$ cat config.mk
export PLATFORM = sky130hd
export DESIGN_NAME = csr_access_arbiter_flat
export DESIGN_NICKNAME = d
export VERILOG_FILES = /design/src/rtl/csr_access_arbiter_if.sv /design/src/rtl/csr_access_arbiter.sv /design/src/flat_wrapper.sv
export SDC_FILE = /design/constraint.sdc
export NUM_CORES = 1
export LEC_CHECK = 0
export ABC_AREA = 0
export CAP_MARGIN = 40
export CORE_AREA = 2 2 90 157
export DETAILED_ROUTE_END_ITERATION = 6
export DIE_AREA = 0 0 92 159
export GPL_TIMING_DRIVEN = 1
export PLACE_DENSITY = 0.91
export RECOVER_POWER = 25
export SLEW_MARGIN = 20
export SYNTH_ARGS = -nofsm -noshare
export SYNTH_HDL_FRONTEND = slang
export SYNTH_SLANG_ARGS = --single-unit
$ cat constraint.sdc
create_clock -name clk -period 4.78 [get_ports clk]
set_clock_uncertainty 0.2 [all_clocks]
set_input_delay 1.195 -clock clk [delete_from_list [all_inputs] [get_ports clk]]
set_output_delay 1.195 -clock clk [all_outputs]
set_load 0.01 [all_outputs]
$ cat src/rtl/csr_access_arbiter_if.sv
// CSR access bus: core EX-stage and host/debug request/response channels.
// Requesters sit on the master modport; the CSR arbiter is the slave.
interface csr_access_arbiter_if;
   logic        core_req_valid;
   logic        core_req_ready;
   logic [31:0] core_inst;
   logic [31:0] core_rs1_data;
   logic        core_rvalid;
   logic [31:0] core_rdata;
   logic        host_req_valid;
   logic        host_req_ready;
   logic [11:0] host_addr;
   logic        host_we;
   logic [31:0] host_wdata;
   logic        host_rvalid;
   logic [31:0] host_rdata;

   modport master (
      output core_req_valid, core_inst, core_rs1_data,
      input  core_req_ready, core_rvalid, core_rdata,
      output host_req_valid, host_addr, host_we, host_wdata,
      input  host_req_ready, host_rvalid, host_rdata
   );

   modport slave (
      input  core_req_valid, core_inst, core_rs1_data,
      output core_req_ready, core_rvalid, core_rdata,
      input  host_req_valid, host_addr, host_we, host_wdata,
      output host_req_ready, host_rvalid, host_rdata
   );
endinterface

$ cat src/rtl/csr_access_arbiter.sv
// CSR file (tohost, cycle, instret) shared by core and host over one RMW port; counters under CSR_ARB_COUNTERS_EN.
// Latency: accept at edge N, rvalid pulse in the cycle after edge N+1; one access per 3 cycles.
// Backpressure: ready only in IDLE to the granted side; core wins ties until the host has waited HOST_MAX_WAIT cycles.
module csr_access_arbiter #(
   parameter int          HOST_MAX_WAIT = 8,
   parameter logic [11:0] TOHOST_ADDR   = 12'h51e
) (
   input  logic                  clk,
   input  logic                  rst_n,
   csr_access_arbiter_if.slave   bus,
   input  logic                  instret_inc,
   output logic [31:0]           tohost,
   output logic                  access_err
);

   localparam int WCNT_W = ($clog2(HOST_MAX_WAIT + 1) < 1) ? 1 : $clog2(HOST_MAX_WAIT + 1);
   localparam logic [WCNT_W-1:0] WAIT_MAX = WCNT_W'(HOST_MAX_WAIT);
   localparam logic [11:0] CYCLE_ADDR   = 12'hC00;
   localparam logic [11:0] INSTRET_ADDR = 12'hC02;

   typedef enum logic [1:0] {S_IDLE, S_ACCESS, S_RESP} state_t;
   typedef enum logic [1:0] {OP_READ, OP_RW, OP_RS, OP_RC} op_t;

   state_t            r_state, w_state_nxt;
   logic              r_id_host;
   logic [11:0]       r_addr;
   op_t               r_op;
   logic [31:0]       r_operand;
   logic              r_wr_en;
   logic [WCNT_W-1:0] r_wait_cnt;
   logic [31:0]       r_tohost;
   logic [31:0]       r_core_rdata, r_host_rdata;
   logic              r_core_rvalid, r_host_rvalid, r_access_err;

   logic [2:0]  w_funct3;
   logic [4:0]  w_zimm;
   op_t         w_core_op;
   logic [31:0] w_core_operand;
   logic        w_core_wr;
   logic        w_idle, w_host_win, w_core_acc, w_host_acc;
   logic        w_is_tohost, w_is_ro, w_err, w_commit;
   logic [31:0] w_old, w_new;

`ifdef CSR_ARB_COUNTERS_EN
   logic [31:0] r_cycle, r_instret;
   logic [4:0]  w_unused_bits;
   assign w_unused_bits = bus.core_inst[11:7];

   always_ff @(posedge clk) begin
      if (!rst_n) begin
         r_cycle   <= '0;
         r_instret <= '0;
      end else begin
         r_cycle <= r_cycle + 32'd1;
         if (instret_inc) r_instret <= r_instret + 32'd1;
      end
   end
`else
   logic [5:0] w_unused_bits;
   assign w_unused_bits = {bus.core_inst[11:7], instret_inc};
`endif

   // Core decode: I-forms take zimm as operand; set/clear with a zero rs1/zimm field never write.
   always_comb begin
      w_funct3       = bus.core_inst[14:12];
      w_zimm         = bus.core_inst[19:15];
      w_core_op      = OP_READ;
      w_core_operand = w_funct3[2] ? {27'd0, w_zimm} : bus.core_rs1_data;
      if (bus.core_inst[6:0] == 7'h73) begin
         case (w_funct3[1:0])
            2'b01:   w_core_op = OP_RW;
            2'b10:   w_core_op = OP_RS;
            2'b11:   w_core_op = OP_RC;
            default: w_core_op = OP_READ;
         endcase
      end
      w_core_wr = (w_core_op == OP_RW) ||
                  (((w_core_op == OP_RS) || (w_core_op == OP_RC)) && (w_zimm != 5'd0));
   end

   assign w_idle     = (r_state == S_IDLE);
   assign w_host_win = bus.host_req_valid && (!bus.core_req_valid || (r_wait_cnt >= WAIT_MAX));
   assign bus.core_req_ready = rst_n && w_idle && !w_host_win;
   assign bus.host_req_ready = rst_n && w_idle &&  w_host_win;
   assign w_core_acc = bus.core_req_valid && bus.core_req_ready;
   assign w_host_acc = bus.host_req_valid && bus.host_req_ready;

   always_comb begin
      w_state_nxt = r_state;
      case (r_state)
         S_IDLE:   if (w_core_acc || w_host_acc) w_state_nxt = S_ACCESS;
         S_ACCESS: w_state_nxt = S_RESP;
         S_RESP:   w_state_nxt = S_IDLE;
         default:  w_state_nxt = S_IDLE;
      endcase
   end

   always_comb begin
      w_is_tohost = (r_addr == TOHOST_ADDR);
      w_is_ro     = (r_addr == CYCLE_ADDR) || (r_addr == INSTRET_ADDR);
      w_old       = '0;
      if (w_is_tohost) w_old = r_tohost;
`ifdef CSR_ARB_COUNTERS_EN
      else if (r_addr == CYCLE_ADDR)   w_old = r_cycle;
      else if (r_addr == INSTRET_ADDR) w_old = r_instret;
`endif
      case (r_op)
         OP_RW:   w_new = r_operand;
         OP_RS:   w_new = w_old | r_operand;
         OP_RC:   w_new = w_old & ~r_operand;
         default: w_new = w_old;
      endcase
      w_err    = (!w_is_tohost && !w_is_ro) || (r_wr_en && w_is_ro);
      w_commit = (r_state == S_ACCESS) && r_wr_en && w_is_tohost;
   end

   always_ff @(posedge clk) begin
      if (!rst_n) begin
         r_state       <= S_IDLE;
         r_id_host     <= 1'b0;
         r_addr        <= '0;
         r_op          <= OP_READ;
         r_operand     <= '0;
         r_wr_en       <= 1'b0;
         r_wait_cnt    <= '0;
         r_tohost      <= '0;
         r_core_rdata  <= '0;
         r_host_rdata  <= '0;
         r_core_rvalid <= 1'b0;
         r_host_rvalid <= 1'b0;
         r_access_err  <= 1'b0;
      end else begin
         r_state <= w_state_nxt;
         if (w_host_acc) begin
            r_id_host <= 1'b1;
            r_addr    <= bus.host_addr;
            r_op      <= bus.host_we ? OP_RW : OP_READ;
            r_operand <= bus.host_wdata;
            r_wr_en   <= bus.host_we;
         end else if (w_core_acc) begin
            r_id_host <= 1'b0;
            r_addr    <= bus.core_inst[31:20];
            r_op      <= w_core_op;
            r_operand <= w_core_operand;
            r_wr_en   <= w_core_wr;
         end
         if (w_host_acc)
            r_wait_cnt <= '0;
         else if (bus.host_req_valid && (r_wait_cnt != WAIT_MAX))
            r_wait_cnt <= r_wait_cnt + 1'b1;
         r_core_rvalid <= (r_state == S_ACCESS) && !r_id_host;
         r_host_rvalid <= (r_state == S_ACCESS) &&  r_id_host;
         r_access_err  <= (r_state == S_ACCESS) && w_err;
         if (r_state == S_ACCESS) begin
            if (r_id_host) r_host_rdata <= w_old;
            else           r_core_rdata <= w_old;
         end
         if (w_commit) r_tohost <= w_new;
      end
   end

   assign bus.core_rvalid = r_core_rvalid;
   assign bus.core_rdata  = r_core_rdata;
   assign bus.host_rvalid = r_host_rvalid;
   assign bus.host_rdata  = r_host_rdata;
   assign tohost          = r_tohost;
   assign access_err      = r_access_err;

endmodule

$ cat src/flat_wrapper.sv
// flat-port wrapper written by rule: the top's interface ports become plain ports
module csr_access_arbiter_flat 
#(
   parameter int          HOST_MAX_WAIT = 8,
   parameter logic [11:0] TOHOST_ADDR   = 12'h51e
)
  (clk, rst_n, instret_inc, tohost, access_err, bus_core_req_valid, bus_core_inst, bus_core_rs1_data, bus_core_req_ready, bus_core_rvalid, bus_core_rdata, bus_host_req_valid, bus_host_addr, bus_host_we, bus_host_wdata, bus_host_req_ready, bus_host_rvalid, bus_host_rdata);
  csr_access_arbiter_if bus_i ();
  input  logic clk;
  input  logic rst_n;
  input  logic instret_inc;
  output logic [31:0] tohost;
  output logic access_err;
  input wire logic [$bits(bus_i.core_req_valid)-1:0] bus_core_req_valid;
  input wire logic [$bits(bus_i.core_inst)-1:0] bus_core_inst;
  input wire logic [$bits(bus_i.core_rs1_data)-1:0] bus_core_rs1_data;
  output wire logic [$bits(bus_i.core_req_ready)-1:0] bus_core_req_ready;
  output wire logic [$bits(bus_i.core_rvalid)-1:0] bus_core_rvalid;
  output wire logic [$bits(bus_i.core_rdata)-1:0] bus_core_rdata;
  input wire logic [$bits(bus_i.host_req_valid)-1:0] bus_host_req_valid;
  input wire logic [$bits(bus_i.host_addr)-1:0] bus_host_addr;
  input wire logic [$bits(bus_i.host_we)-1:0] bus_host_we;
  input wire logic [$bits(bus_i.host_wdata)-1:0] bus_host_wdata;
  output wire logic [$bits(bus_i.host_req_ready)-1:0] bus_host_req_ready;
  output wire logic [$bits(bus_i.host_rvalid)-1:0] bus_host_rvalid;
  output wire logic [$bits(bus_i.host_rdata)-1:0] bus_host_rdata;
  assign bus_i.core_req_valid = bus_core_req_valid;
  assign bus_i.core_inst = bus_core_inst;
  assign bus_i.core_rs1_data = bus_core_rs1_data;
  assign bus_core_req_ready = bus_i.core_req_ready;
  assign bus_core_rvalid = bus_i.core_rvalid;
  assign bus_core_rdata = bus_i.core_rdata;
  assign bus_i.host_req_valid = bus_host_req_valid;
  assign bus_i.host_addr = bus_host_addr;
  assign bus_i.host_we = bus_host_we;
  assign bus_i.host_wdata = bus_host_wdata;
  assign bus_host_req_ready = bus_i.host_req_ready;
  assign bus_host_rvalid = bus_i.host_rvalid;
  assign bus_host_rdata = bus_i.host_rdata;
  csr_access_arbiter #(.HOST_MAX_WAIT(HOST_MAX_WAIT), .TOHOST_ADDR(TOHOST_ADDR)) u_core (.clk(clk), .rst_n(rst_n), .bus(bus_i), .instret_inc(instret_inc), .tohost(tohost), .access_err(access_err));
endmodule
==> results of run 1 <==
==> cells in the final DEF (no fill, tap or decap), types with 4 or more instances in the layout <==
cell and count:
a21boi_0 18, a21o_1 29, a21oi_1 33, a22oi_1 64, a31oi_1 28, buf_4 11
clkbuf_16 17, clkdlybuf4s50_1 207, clkinv_2 4, dfxtp_1 153, inv_1 5, mux2_2 5
nand2_1 149, nand3_1 7, nand3b_1 29, nor2_1 6, nor2b_1 67, o21ai_0 30
o221ai_1 17
==> cells by family (layout without fill, tap and decap cells) <==
family	after synthesis	count (layout)	share of synthesized area
muxes	5	5	0.00874
AOI/OAI and AO/OA	226	226	0.237
other	0	3	0
adders and majority gates	2	2	0.00388
buffers and inverters	71	261	0.0456
xor gates and xnor gates	4	4	0.00544
and+or+nand+nor	280	280	0.223
DFF	153	153	0.475
==> state kept, by name, indices dropped and copies added (netlist names) <==
signal / flops
u_core.r_op: 2
u_core.bus.core_rvalid: 1
u_core.r_operand: 32
u_core.r_state: 2
u_core.tohost: 32
u_core.r_addr: 12
u_core.r_wr_en: 1
u_core.access_err: 1
u_core.bus.host_rdata: 32
u_core.r_id_host: 1
u_core.bus.core_rdata: 32
u_core.r_wait_cnt: 4
u_core.bus.host_rvalid: 1
==> layer usage <==
metal  vias to the layer above  wire, um
met4                         0       783
li1                       2983         -
met3                        49      1090
met5                         -         0
met2                       264     10500
met1                      3001      7010
==> worst reg2reg max path, stage by stage (launching register included) <==
cell	delay, ns
dfxtp_1	0.42
or3b_1	0.37
clkbuf_1	0.70
nor4_1	0.43
clkbuf_1	1.20
a22oi_1	0.19
nor2b_1	0.21
==> stage by stage <==
step	hold slack [ns]	setup slack (ns)	util	cell area (um^2)
after floorplan	0.231	1.30	-	6440
after global placement	0.253	0.544	0.646	8600
after detailed placement	0.262	0.523	0.647	8620
after CTS	0.270	0.535	0.693	9230
after global routing	0.294	0.472	0.691	9200
final	0.266	0.546	0.692	9210
==> final timing paths <==
path	from	end	slack, ns
max	bus_host_req_valid	bus_host_req_ready	0.55
min	u_core.r_addr[5]$_SDFFE_PN0P_	u_core.r_addr[5]$_SDFFE_PN0P_	0.27
max reg2reg	u_core.r_state[0]$_SDFFE_PN0P_	u_core.bus.core_rdata[26]$_SDFFE_PN0P_	1.00
min reg2reg	u_core.r_addr[5]$_SDFFE_PN0P_	u_core.r_addr[5]$_SDFFE_PN0P_	0.27
==> where the power goes <==
group          internal [uW]  switching, uW  leakage, uW
Sequential              1310           30.4      0.00124
Clock                    860            516     0.000306
Combinational            139            128      0.00198
Total                   2310            675      0.00353
==> cell type report <==
class,count,area [um^2]
fill,1013,4110
multi-input combinational,517,3090
sequential,153,3060
timing repair buffer,223,2190
clock buffer,20,467
tap,174,218
clock inverter,11,145
inverter,7,26.3
antenna,3,7.51
==> synth_stat cells, types with 2 or more instances <==
library cell	instances	share of area
buf_2	4	0.0031
a21boi_0	18	0.021
inv_1	6	0.0035
nor4_1	2	0.0019
or4_4	2	0.0035
nor2_1	6	0.0035
nand2_1	149	0.087
clkbuf_1	53	0.031
nand4b_1	3	0.0041
a31oi_1	28	0.027
buf_6	3	0.0052
dfxtp_1	153	0.48
o221ai_1	17	0.023
mux2_2	5	0.0087
nor2b_1	67	0.065
o21ai_0	31	0.024
nand3b_1	29	0.034
xor2_1	3	0.0041
a22oi_1	64	0.075
nand3_1	7	0.0054
a21o_1	29	0.034
a21oi_1	33	0.026
nand2b_1	3	0.0029
ha_1	2	0.0039
nor4_2	2	0.0039
buf_1	4	0.0023
nor3_1	2	0.0016
a32o_1	3	0.0047
nand4_1	2	0.0019
==> flow_metrics.py, run 1 <==
metrics = {
    "clock_tree": {
        "cts_hold_buffers": 0,
        "post_cts_buffers": 0,
        "cts_tree": "built",
        "root_buffer": "clkbuf_16",
        "htree_levels": 4,
        "clk_latency_ns": 0.41,
        "cts.clk_slew.worst_paths_ns": 0.06,
        "clockBufferDepth": 2,
        "cts_sinks": 153,
        "ctsResizeCount": 0,
        "numCtsBuffers": 17,
    },
    "timing": {
        "slew_headroom": -0.197,
        "slew_viol_final": 100,
        "fin_setup_tns_ns": 0,
        "rsz0062_at_grt": "false",
        "hold_viol": 0,
        "post-route-period-util": 0.886,
        "setup_viol": 0,
        "worst_pin_slew_ns": 1.80,
        "fmax_mhz": 236,
        "fin_crit_ns": 4.23,
    },
    "pwr": {
        "vdd_drop_max_uv": 270,
        "total_power_uw": 2980,
        "leakage_uw": 0.00353,
        "p_per_area_nw_per_um2": 324,
    },
    "outcome": {
        "violations": "max-capacitance violations, max-slew violations",
        "status": "finished with violations",
    },
    "worst_setup_path": {
        "cp.required_ns": 3.38,
        "cp-end-kind": "primary output",
        "slowest_delay_ns": 0.67,
        "path_cells": "clkdlybuf4s50_1 > nand3_1 > inv_2 > clkdlybuf4s50_1",
        "cpMostUsedCell": "clkdlybuf4s50_1",
        "crit_path_start_kind": "primary input",
        "critPathArrivalTime_ns": 2.84,
        "worst-setup-path-type": "primary input to primary output",
        "cp.depth": 4,
        "path_buf_inv": 3,
        "r2r_cells": 6,
        "critPathTopFamily": "buffers and inverters",
        "path_max_fanout": 10,
        "crit_slowest_cell": "clkdlybuf4s50_1",
    },
    "final_layout": {
        "area_growth_pct": 42.9,
        "nets": 1035,
        "final_cells": 1108,
        "drive_gt1_frac": 0.0602,
    },
    "global_routing": {
        "use_met2": 0.479,
        "grt_antenna_before_repair": 2,
        "overflow": 0,
        "use_met1": 0.277,
        "grt.busiest_layer": "met2",
        "grt_pass1_vias": 6119,
        "grt_max_degree": 80,
        "grt_usage": 0.263,
        "grt_pass1_wl_um": 30600,
        "grt_use_met3": 0.0629,
    },
    "placed_design": {
        "gp_congestion": 0.868,
        "io_buffers": 208,
        "place_inst": 1074,
        "dpl.hpwl_um": 13300,
    },
    "floorplan": {
        "chipWidth_um": 92,
        "initial_utilization": 0.484,
        "core_area_um2": 13300,
        "io_pins": 215,
        "die_area_um2": 14600,
        "placementRows": 56,
        "die_y_um": 159,
    },
    "logic_synthesis": {
        "synth_edf_count": 0,
        "synth_nets": 857,
        "ys_seq_area_frac": 0.475,
        "synth-main-ff-cell": "dfxtp_1",
        "yosysUniqueCellTypes": 40,
        "postSynthCellCount": 741,
        "ys_ff_latch": 153,
        "async_flop_share": 0,
        "avgSynthCellArea_um2": 8.70,
        "synth_warnings": 0,
        "syn_area_um2": 6440,
    },
    "drt": {
        "wl_um": 19300,
        "detail_route.wl_per_cell_um": 17.5,
        "dr.pass1.iters": 5,
        "drcViolationCount": 0,
        "vias": 6297,
        "viasPerCell": 5.68,
        "drt-initial-drc-count": 464,
        "ant_nets": 0,
    },
    "worst_hold_path": {
        "holdCritPathClass": "register to register",
        "min_path_cells": 2,
    },
    "job": {
        "cap_violations": 3,
    },
}
Note: power is estimated with default switching activity, not from simulation.
==> inputs of run 2 (changes only) <==
RECOVER_POWER = unset   (was 25)
==> run 2 against run 1 <==
Net effect: the run now ends clean; via count is 0.56% higher; critical path depth stayed put; combinational power hardly changed; sequential power hardly changed; hold slack better by 0.0046 ns; cell count stayed put.
==> flow_metrics.py, run 2 (synthesized netlist as in run 1, its figures left out) <==
metrics = {
    "drt": {
        "drt-initial-drc-count": 480,
        "wl_met1_um": 6860,
        "highest_layer": "met4",
        "ant_nets": 0,
        "vias": 6332,
        "dr.pass1.iters": 5,
        "wl_um": 19400,
        "drcViolationCount": 0,
        "viasPerCell": 5.71,
        "met2_length_um": 10400,
        "detail_route.wl_per_cell_um": 17.5,
        "wl_met3_um": 1250,
    },
    "timing": {
        "setup_viol": 0,
        "worst_slack_ns": 0.533,
        "rsz0062_at_grt": "false",
        "slew_headroom": 0.576,
        "fin_crit_ns": 4.25,
        "slew_viol_final": 0,
        "hold_viol": 0,
        "worst_pin_slew_ns": 0.636,
        "fin_setup_tns_ns": 0,
        "fmax_mhz": 235,
        "post-route-period-util": 0.888,
    },
    "final_layout": {
        "seq_area_um2": 3060,
        "drive_gt1_frac": 0.0655,
        "fill_cells": 1006,
        "layout_commonest_cell": "clkdlybuf4s50_1",
        "layout_common_cells": "clkdlybuf4s50_1 (207), dfxtp_1 (153), nand2_1 (149)",
        "final_area_um2": 9240,
        "area_growth_pct": 43.3,
        "multiInputGateArea_um2": 3110,
        "nets": 1035,
    },
    "clock_tree": {
        "numCtsBuffers": 17,
        "cts_tree": "built",
        "htree_levels": 4,
        "cts_hold_buffers": 0,
        "clockBufferDepth": 2,
        "cts.clk_slew.worst_paths_ns": 0.06,
        "clk_latency_ns": 0.41,
        "cts_sinks": 153,
        "post_cts_buffers": 0,
        "ctsResizeCount": 0,
        "root_buffer": "clkbuf_16",
    },
    "pwr": {
        "vdd_drop_max_uv": 270,
        "p_per_area_nw_per_um2": 323,
        "leakage_uw": 0.00355,
    },
    "floorplan": {
        "placementRows": 56,
        "io_pins": 215,
        "die_y_um": 159,
        "die_area_um2": 14600,
        "initial_utilization": 0.484,
        "core_area_um2": 13300,
        "chipWidth_um": 92,
    },
    "worst_setup_path": {
        "crit_path_start_kind": "primary input",
        "cp-end-kind": "primary output",
        "path_max_fanout": 10,
        "critPathArrivalTime_ns": 2.85,
        "path_cells": "clkdlybuf4s50_1 > nand3_1 > inv_2 > clkdlybuf4s50_1",
        "timing.rr.start": "u_core.r_addr[0]$_SDFFE_PN0P_",
        "worst-setup-path-type": "primary input to primary output",
        "critPathTopFamily": "buffers and inverters",
        "cpMostUsedCell": "clkdlybuf4s50_1",
        "crit_slowest_cell": "clkdlybuf4s50_1",
        "cp.required_ns": 3.38,
        "path_buf_inv": 3,
        "slowest_delay_ns": 0.67,
        "critPathLaunch": "bus_host_req_valid",
    },
    "placed_design": {
        "gp_congestion": 0.868,
        "io_buffers": 208,
        "placed_area_um2": 8620,
        "dpl.hpwl_um": 13300,
        "place_ws_ns": 0.523,
    },
    "worst_hold_path": {
        "hp-start": "u_core.r_addr[5]$_SDFFE_PN0P_",
        "holdCritPathClass": "register to register",
    },
    "outcome": {
        "status": "completed",
    },
    "global_routing": {
        "grt_pass1_wl_um": 30600,
        "grt_usage": 0.263,
        "grt_antenna_before_repair": 2,
        "grt_pass1_vias": 6119,
        "overflow": 0,
        "grt_max_degree": 80,
    },
    "job": {
        "cap_violations": 0,
    },
}
[run 2: worst register-to-register path, stage by stage (launching register included)]
cell and delay [ns]:
dfxtp_1 0.32, or4_4 0.60, or4_4 0.57, nor3_4 0.18
buf_4 0.36, a32o_1 0.19
[run 2: final timing paths]
kind / to / slack [ns] / depth (start not counted)
max: bus_host_req_ready / 0.53 / 4
min: u_core.r_addr[5]$_SDFFE_PN0P_ / 0.27 / 2
max reg2reg: u_core.tohost[15]$_SDFFE_PN0P_ / 2.31 / 5
min reg2reg: u_core.r_addr[5]$_SDFFE_PN0P_ / 0.27 / 2
[run 2: metal layers]
metal	up-vias	GRT usage
met4	0	0.133
met2	295	0.479
met3	51	0.0629
li1	2985	-
met1	3001	0.277
met5	-	0
[run 2: stage by stage]
step                utilization  instances  total power (uW)  hold WS [ns]
floorplan                     -        741              1490         0.231
global placement          0.646       1073              1620         0.253
detailed placement        0.647       1074              1630         0.262
CTS                       0.693       1105              3000         0.270
global route              0.694       1107              3090         0.294
finish                    0.694       1108              2990         0.270
[run 2: power by group]
group	switching, uW	total [uW]	internal (uW)
registers	30.6	1340	1310
logic	129	270	141
clock network	514	1370	860
total	674	2990	2310
[run 2: area by class of cell]
cell class / instances / share of cell area
Multi-Input combinational cell: 517 / 0.337
Sequential cell: 153 / 0.332
Timing Repair Buffer: 223 / 0.238
Clock buffer: 20 / 0.0505
Tap cell: 174 / 0.0236
Clock inverter: 11 / 0.0157
Inverter: 7 / 0.00284
Antenna cell: 3 / 0.000813
